$ cat config.mk
export PLATFORM = sky130hd
export DESIGN_NAME = cache_block_transfer
export DESIGN_NICKNAME = d
export VERILOG_FILES = /design/src/rtl/cache_block_transfer.sv
export SDC_FILE = /design/constraint.sdc
export NUM_CORES = 1
export LEC_CHECK = 0
export CAP_MARGIN = 20
export CORE_ASPECT_RATIO = 2
export CORE_UTILIZATION = 25
export CTS_BUF_LIST = sky130_fd_sc_hd__clkbuf_16
export DETAILED_ROUTE_END_ITERATION = 7
export REMOVE_ABC_BUFFERS = 1
export SLEW_MARGIN = 20
export SYNTH_ARGS = -nofsm -noshare
export SYNTH_HDL_FRONTEND = slang
export SYNTH_SLANG_ARGS = --single-unit
$ cat constraint.sdc
create_clock -name clock_i -period 5.1 [get_ports clock_i]
set_input_delay 1.53 -clock clock_i [delete_from_list [all_inputs] [get_ports clock_i]]
set_output_delay 1.53 -clock clock_i [all_outputs]
set_load 0.05 [all_outputs]
$ cat src/rtl/cache_block_transfer.sv
// rtl/cache_block_transfer.sv - cache line fill/evict transfer engine
//
// Purpose:
//    Moves whole cache blocks between the cache block memory and main memory.
//    Fill:  collects N_WORDS_PER_BLOCK words from the ext read stream, then
//           commits them with a single block write to the cache memory.
//    Evict: reads one block from the cache memory and serializes it onto the
//           ext write stream, word 0 first, with wlast on the final word.
//
// Ports:
//    clock_i, reset_n_i     clock (rising edge), asynchronous active-low reset
//    cmd_valid_i/ready_o    command handshake; cmd_evict_i selects direction,
//                           cmd_addr_i is the cache block index
//    done_o                 one-cycle pulse when a command completes
//    mem_addr_o             block index presented to the cache memory
//    mem_wren_block_o       one-cycle block write strobe (fill only)
//    mem_data_block_o       block write data, word g at [BW_DATA*g +: BW_DATA]
//    mem_data_block_i       block read data, valid one cycle after mem_addr_o
//    ext_rdata_i/rvalid_i/rready_o           fill word stream from main memory
//    ext_wdata_o/wvalid_o/wready_i/wlast_o   evict word stream to main memory

module cache_block_transfer #(
   parameter int BW_DATA           = 32,
   parameter int N_BLOCKS          = 64,
   parameter int N_WORDS_PER_BLOCK = 4,
   localparam int BW_ADDR          = $clog2(N_BLOCKS),
   localparam int BW_OFFSET        = $clog2(N_WORDS_PER_BLOCK),
   localparam int BW_BLOCK         = BW_DATA * N_WORDS_PER_BLOCK
) (
   input  logic                clock_i,
   input  logic                reset_n_i,
   input  logic                cmd_valid_i,
   output logic                cmd_ready_o,
   input  logic                cmd_evict_i,
   input  logic [BW_ADDR-1:0]  cmd_addr_i,
   output logic                done_o,
   output logic [BW_ADDR-1:0]  mem_addr_o,
   output logic                mem_wren_block_o,
   output logic [BW_BLOCK-1:0] mem_data_block_o,
   input  logic [BW_BLOCK-1:0] mem_data_block_i,
   input  logic [BW_DATA-1:0]  ext_rdata_i,
   input  logic                ext_rvalid_i,
   output logic                ext_rready_o,
   output logic [BW_DATA-1:0]  ext_wdata_o,
   output logic                ext_wvalid_o,
   input  logic                ext_wready_i,
   output logic                ext_wlast_o
);

   typedef enum logic [2:0] {
      S_IDLE,
      S_FILL,
      S_FILL_WRITE,
      S_EVICT_READ,
      S_EVICT_LATCH,
      S_EVICT_SEND,
      S_DONE
   } state_t;

   localparam logic [BW_OFFSET-1:0] LAST_CNT = BW_OFFSET'(N_WORDS_PER_BLOCK - 1);

   state_t                r_state;
   state_t                w_next_state;
   logic [BW_ADDR-1:0]    r_addr;
   logic [BW_OFFSET-1:0]  r_cnt;
   logic [BW_BLOCK-1:0]   r_buf;

   logic                  w_cmd_ready;
   logic                  w_rready;
   logic                  w_wvalid;
   logic                  w_wren;
   logic                  w_done;
   logic                  w_last_word;
   logic                  w_cmd_hs;
   logic                  w_r_hs;
   logic                  w_w_hs;
   logic [BW_DATA-1:0]    w_send_word;

   assign w_last_word = (r_cnt == LAST_CNT);
   assign w_cmd_hs    = cmd_valid_i  & w_cmd_ready;
   assign w_r_hs      = ext_rvalid_i & w_rready;
   assign w_w_hs      = ext_wready_i & w_wvalid;
   assign w_send_word = r_buf[BW_DATA*r_cnt +: BW_DATA];

   // State register
   always_ff @(posedge clock_i or negedge reset_n_i) begin
      if (!reset_n_i) begin
         r_state <= S_IDLE;
      end else begin
         r_state <= w_next_state;
      end
   end

   // Next state and per-state strobes
   always_comb begin
      w_next_state = r_state;
      w_cmd_ready  = 1'b0;
      w_rready     = 1'b0;
      w_wvalid     = 1'b0;
      w_wren       = 1'b0;
      w_done       = 1'b0;
      case (r_state)
         S_IDLE: begin
            w_cmd_ready = 1'b1;
            if (cmd_valid_i) begin
               w_next_state = cmd_evict_i ? S_EVICT_READ : S_FILL;
            end
         end
         S_FILL: begin
            w_rready = 1'b1;
            if (ext_rvalid_i && w_last_word) begin
               w_next_state = S_FILL_WRITE;
            end
         end
         S_FILL_WRITE: begin
            w_wren       = 1'b1;
            w_next_state = S_DONE;
         end
         S_EVICT_READ: begin
            // cache memory sees r_addr this cycle; data arrives next cycle
            w_next_state = S_EVICT_LATCH;
         end
         S_EVICT_LATCH: begin
            w_next_state = S_EVICT_SEND;
         end
         S_EVICT_SEND: begin
            w_wvalid = 1'b1;
            if (ext_wready_i && w_last_word) begin
               w_next_state = S_DONE;
            end
         end
         S_DONE: begin
            w_done       = 1'b1;
            w_next_state = S_IDLE;
         end
         default: begin
            w_next_state = S_IDLE;
         end
      endcase
   end

   // Address, word counter and block buffer
   always_ff @(posedge clock_i or negedge reset_n_i) begin
      if (!reset_n_i) begin
         r_addr <= '0;
         r_cnt  <= '0;
         r_buf  <= '0;
      end else begin
         case (r_state)
            S_IDLE: begin
               if (w_cmd_hs) begin
                  r_addr <= cmd_addr_i;
                  r_cnt  <= '0;
               end
            end
            S_FILL: begin
               if (w_r_hs) begin
                  r_buf[BW_DATA*r_cnt +: BW_DATA] <= ext_rdata_i;
                  // power-of-two block size: last beat wraps the counter to 0
                  r_cnt <= r_cnt + BW_OFFSET'(1);
               end
            end
            S_EVICT_LATCH: begin
               r_buf <= mem_data_block_i;
            end
            S_EVICT_SEND: begin
               if (w_w_hs) begin
                  r_cnt <= r_cnt + BW_OFFSET'(1);
               end
            end
            default: begin
            end
         endcase
      end
   end

   // cmd_ready is held low while reset is asserted, high as soon as it releases
   assign cmd_ready_o      = w_cmd_ready & reset_n_i;
   assign ext_rready_o     = w_rready;
   assign ext_wvalid_o     = w_wvalid;
   assign ext_wdata_o      = w_wvalid ? w_send_word : '0;
   assign ext_wlast_o      = w_wvalid & w_last_word;
   assign mem_wren_block_o = w_wren;
   assign mem_data_block_o = r_buf;
   assign mem_addr_o       = r_addr;
   assign done_o           = w_done;

endmodule

==> impl_metrics.env <==
export IMPL_yosys_area_top_type="dfrtp_1"
export IMPL_grt_overflow=0
export IMPL_vias_per_cell=5.495
export IMPL_synth_top_family_by_area="compound AO/OA/AOI/OAI gates"
export IMPL_finalHoldViolations=0
export IMPL_place_congestion=0.8494
export IMPL_clk_pin_slew_ns=0.06
export IMPL_nets=1237
export IMPL_syn_area_um2=8373
export IMPL_root_buffer="clkbuf_16"
export IMPL_synth_area_leaders="dfrtp_1 (42%), o32a_1 (11%), and3_1 (9.6%)"
export IMPL_synthXorXnorAreaFrac_pct=0
export IMPL_io_buffers=343
export IMPL_finalSetupViolations=0
export IMPL_die_area_um2=34270
export IMPL_wire_per_inst_um=27.09
export IMPL_p_seq_share_pct=25.2
export IMPL_multiInputGateArea_um2=4355
export IMPL_synth_fa_ha_area_share_pct=1.046
export IMPL_clockPowerShare_pct=12.5
export IMPL_synthCells=778
export IMPL_relSlewSlack_pct=30.58
export IMPL_fmax_mhz=223.5
export IMPL_syn2layout_area_growth_pct=51.87
export IMPL_power_density_nw_per_um2=771.7
export IMPL_die_w_um=131.4
export IMPL_drc=0
export IMPL_rows=94
export IMPL_clk_path_buf_depth=2
export IMPL_cts_buffers=17
export IMPL_ir_drop_uv=350.3
export IMPL_grt_pass1_vias=8711
export IMPL_worstHoldPathType="reg -> reg"
export IMPL_ys_seq_elements=139
export IMPL_period_share_pct=87.74
export IMPL_ant_nets=0
export IMPL_criticalPathCategory="reg -> out"
export IMPL_antenna_found_initial=9
export IMPL_cts_tree="built"
export IMPL_chipHeight_um=260.8
export IMPL_muxShareOfSynthArea_pct=9.549
export IMPL_fill_cells=3294
export IMPL_synth_seq_area_share_pct=41.54
export IMPL_drv_slew=0
export IMPL_avgSynthCellArea_um2=10.76
export IMPL_period_needed_ns=4.475
export IMPL_regArea_um2=3488
export IMPL_final_common_cell="clkdlybuf4s50_1"
export IMPL_switching_power_uw=5040
export IMPL_cts_resized=0
export IMPL_max_cap_violations=0
export IMPL_ctsHoldBuffers=0
export IMPL_grt_pass1_wl_um=59540
export IMPL_final_cell_mix="clkdlybuf4s50_1 (341), dfrtp_1 (135), and3_1 (129)"
export IMPL_place_hpwl_um=26710
export IMPL_path_max_fanout=41
export IMPL_critPathCaptureType="output pin"
export IMPL_synth_compound_area_share_pct=26.48
export IMPL_yosysTopAreaCellShare_pct=41.54
export IMPL_track_usage_pct=23.80
export IMPL_finalNonFillerCells=1512
export IMPL_numClockSinks=139
export IMPL_worst_pin_slew_ns=1.041
export IMPL_drtPass1Iterations=7
export IMPL_postCtsSetupBuffers=0
export IMPL_startpoint_type="flip-flop"
export IMPL_swShare_pct=51.36
export IMPL_fin_setup_tns_ns=0
export IMPL_vias=8308
export IMPL_p_comb_share_pct=62.3
export IMPL_yosysWarnings=0
export IMPL_io_pins=344
export IMPL_arrival_ns=2.94
export IMPL_status="finished, final reports clean"
export IMPL_htreeDepth=4
export IMPL_layout_drive_gt1_share_pct=9.991
export IMPL_crit_required_ns=3.57
export IMPL_p_int_uw=4773
export IMPL_routed_wl_um=40970
export IMPL_coreArea_um2=32930
export IMPL_final_setup_skew_ns=0.006952
export IMPL_rsz0062_at_grt="false"
export IMPL_insertion_delay_ns=0.44
export IMPL_ys_types=39
export IMPL_placed_cells=1471
export IMPL_yosys_area_share_simple_pct=14.05
export IMPL_initial_core_util_pct=25.43
export IMPL_grt_max_degree=82
export IMPL_drt_iter0_markers=577
export IMPL_leakage_uw=0.005112
==> routing by layer <==
layer	GRT usage [%]	part of all wire, %	vias up
li1	-	-	3629
met1	28.30	39	4205
met2	41.06	52	399
met3	4.176	5.1	75
met4	11.98	3.6	0
met5	0	0	-
==> worst paths after layout <==
check                               from                     to  slack, ns  cells after the start
max                             r_cnt[0]        ext_wdata_o[16]       0.63                      3
max in group asynchronous      reset_n_i               r_cnt[0]       2.96                      2
min reg2reg                mem_addr_o[4]          mem_addr_o[4]       0.51                      1
min                        mem_addr_o[4]          mem_addr_o[4]       0.51                      1
min in group asynchronous      reset_n_i  mem_data_block_o[121]       0.90                      1
max reg2reg                     r_cnt[0]  mem_data_block_o[116]       1.94                      5
==> power by group through the flow <==
stage | clock, uW | sequential [uW] | combinational (uW)
finish | 1230 | 2480 | 6110
global route | 1290 | 2550 | 6380
CTS | 1250 | 2480 | 6130
detailed placement | 0 | 2490 | 6110
global placement | 0 | 2480 | 6040
floorplan | 0 | 4130 | 2020
==> Yosys cell counts (all sizes together) <==
cell type  count
or3            1
o32a          96
and3         129
a311oi         1
a21bo          1
a32oi         32
a32o           1
nand3         33
or3b           1
nor4b          2
a21o           1
and4b          1
o22ai          1
and2           1
o21ba          1
nand2b         3
and4bb         2
o21ai          2
nor2b          1
and3b          1
dfrtp        139
a21oi         37
nor3b          2
mux2           7
inv           35
ha             7
nor4bb         1
nor2           3
a211oi         1
nand2          3
nand4b         4
o21a          96
mux4          32
buf           34
clkbuf        66
==> metrics by stage <==
step                instance area (um^2)  hold slack (ns)  util [%]  total power (uW)  setup slack, ns
CTS                                12690           0.5085     38.54              9860           0.5327
floorplan                           7890           0.7390         -              6142          -0.4641
global placement                   12130           0.4882     36.84              8519            1.081
finish                             12720           0.5065     38.61              9813           0.6253
global route                       12720           0.5322     38.61             10230           0.4564
detailed placement                 12130           0.4943     36.84              8607            1.029
==> layout make-up <==
type / count / share of cell area (%)
sequential: 139 / 27.43
tap: 432 / 4.251
clock buffer: 17 / 3.345
clock inverter: 15 / 1.063
timing repair buffer: 361 / 28.45
multi-input combinational: 504 / 34.25
antenna: 9 / 0.1771
inverter: 35 / 1.033
==> sequential cells by signal, indices dropped and copies added (netlist names) <==
register / flops
r_cnt: 2
mem_addr_o: 6
r_state: 3
mem_data_block_o: 128
==> logic make-up after synthesis <==
family / after synthesis
AO/OA/AOI/OAI: 270
adder cells (fa/ha/maj): 7
buffers and inverters: 135
flip-flops: 139
multiplexers: 39
AND/OR/NAND/NOR: 188
==> critical path: stages (launching register included) <==
cell	delay (ns)
dfrtp_4	0.98
mux4_2	0.59
and3_1	0.20
clkdlybuf4s50_1	0.71
Note: power is estimated with default switching activity, not from simulation.
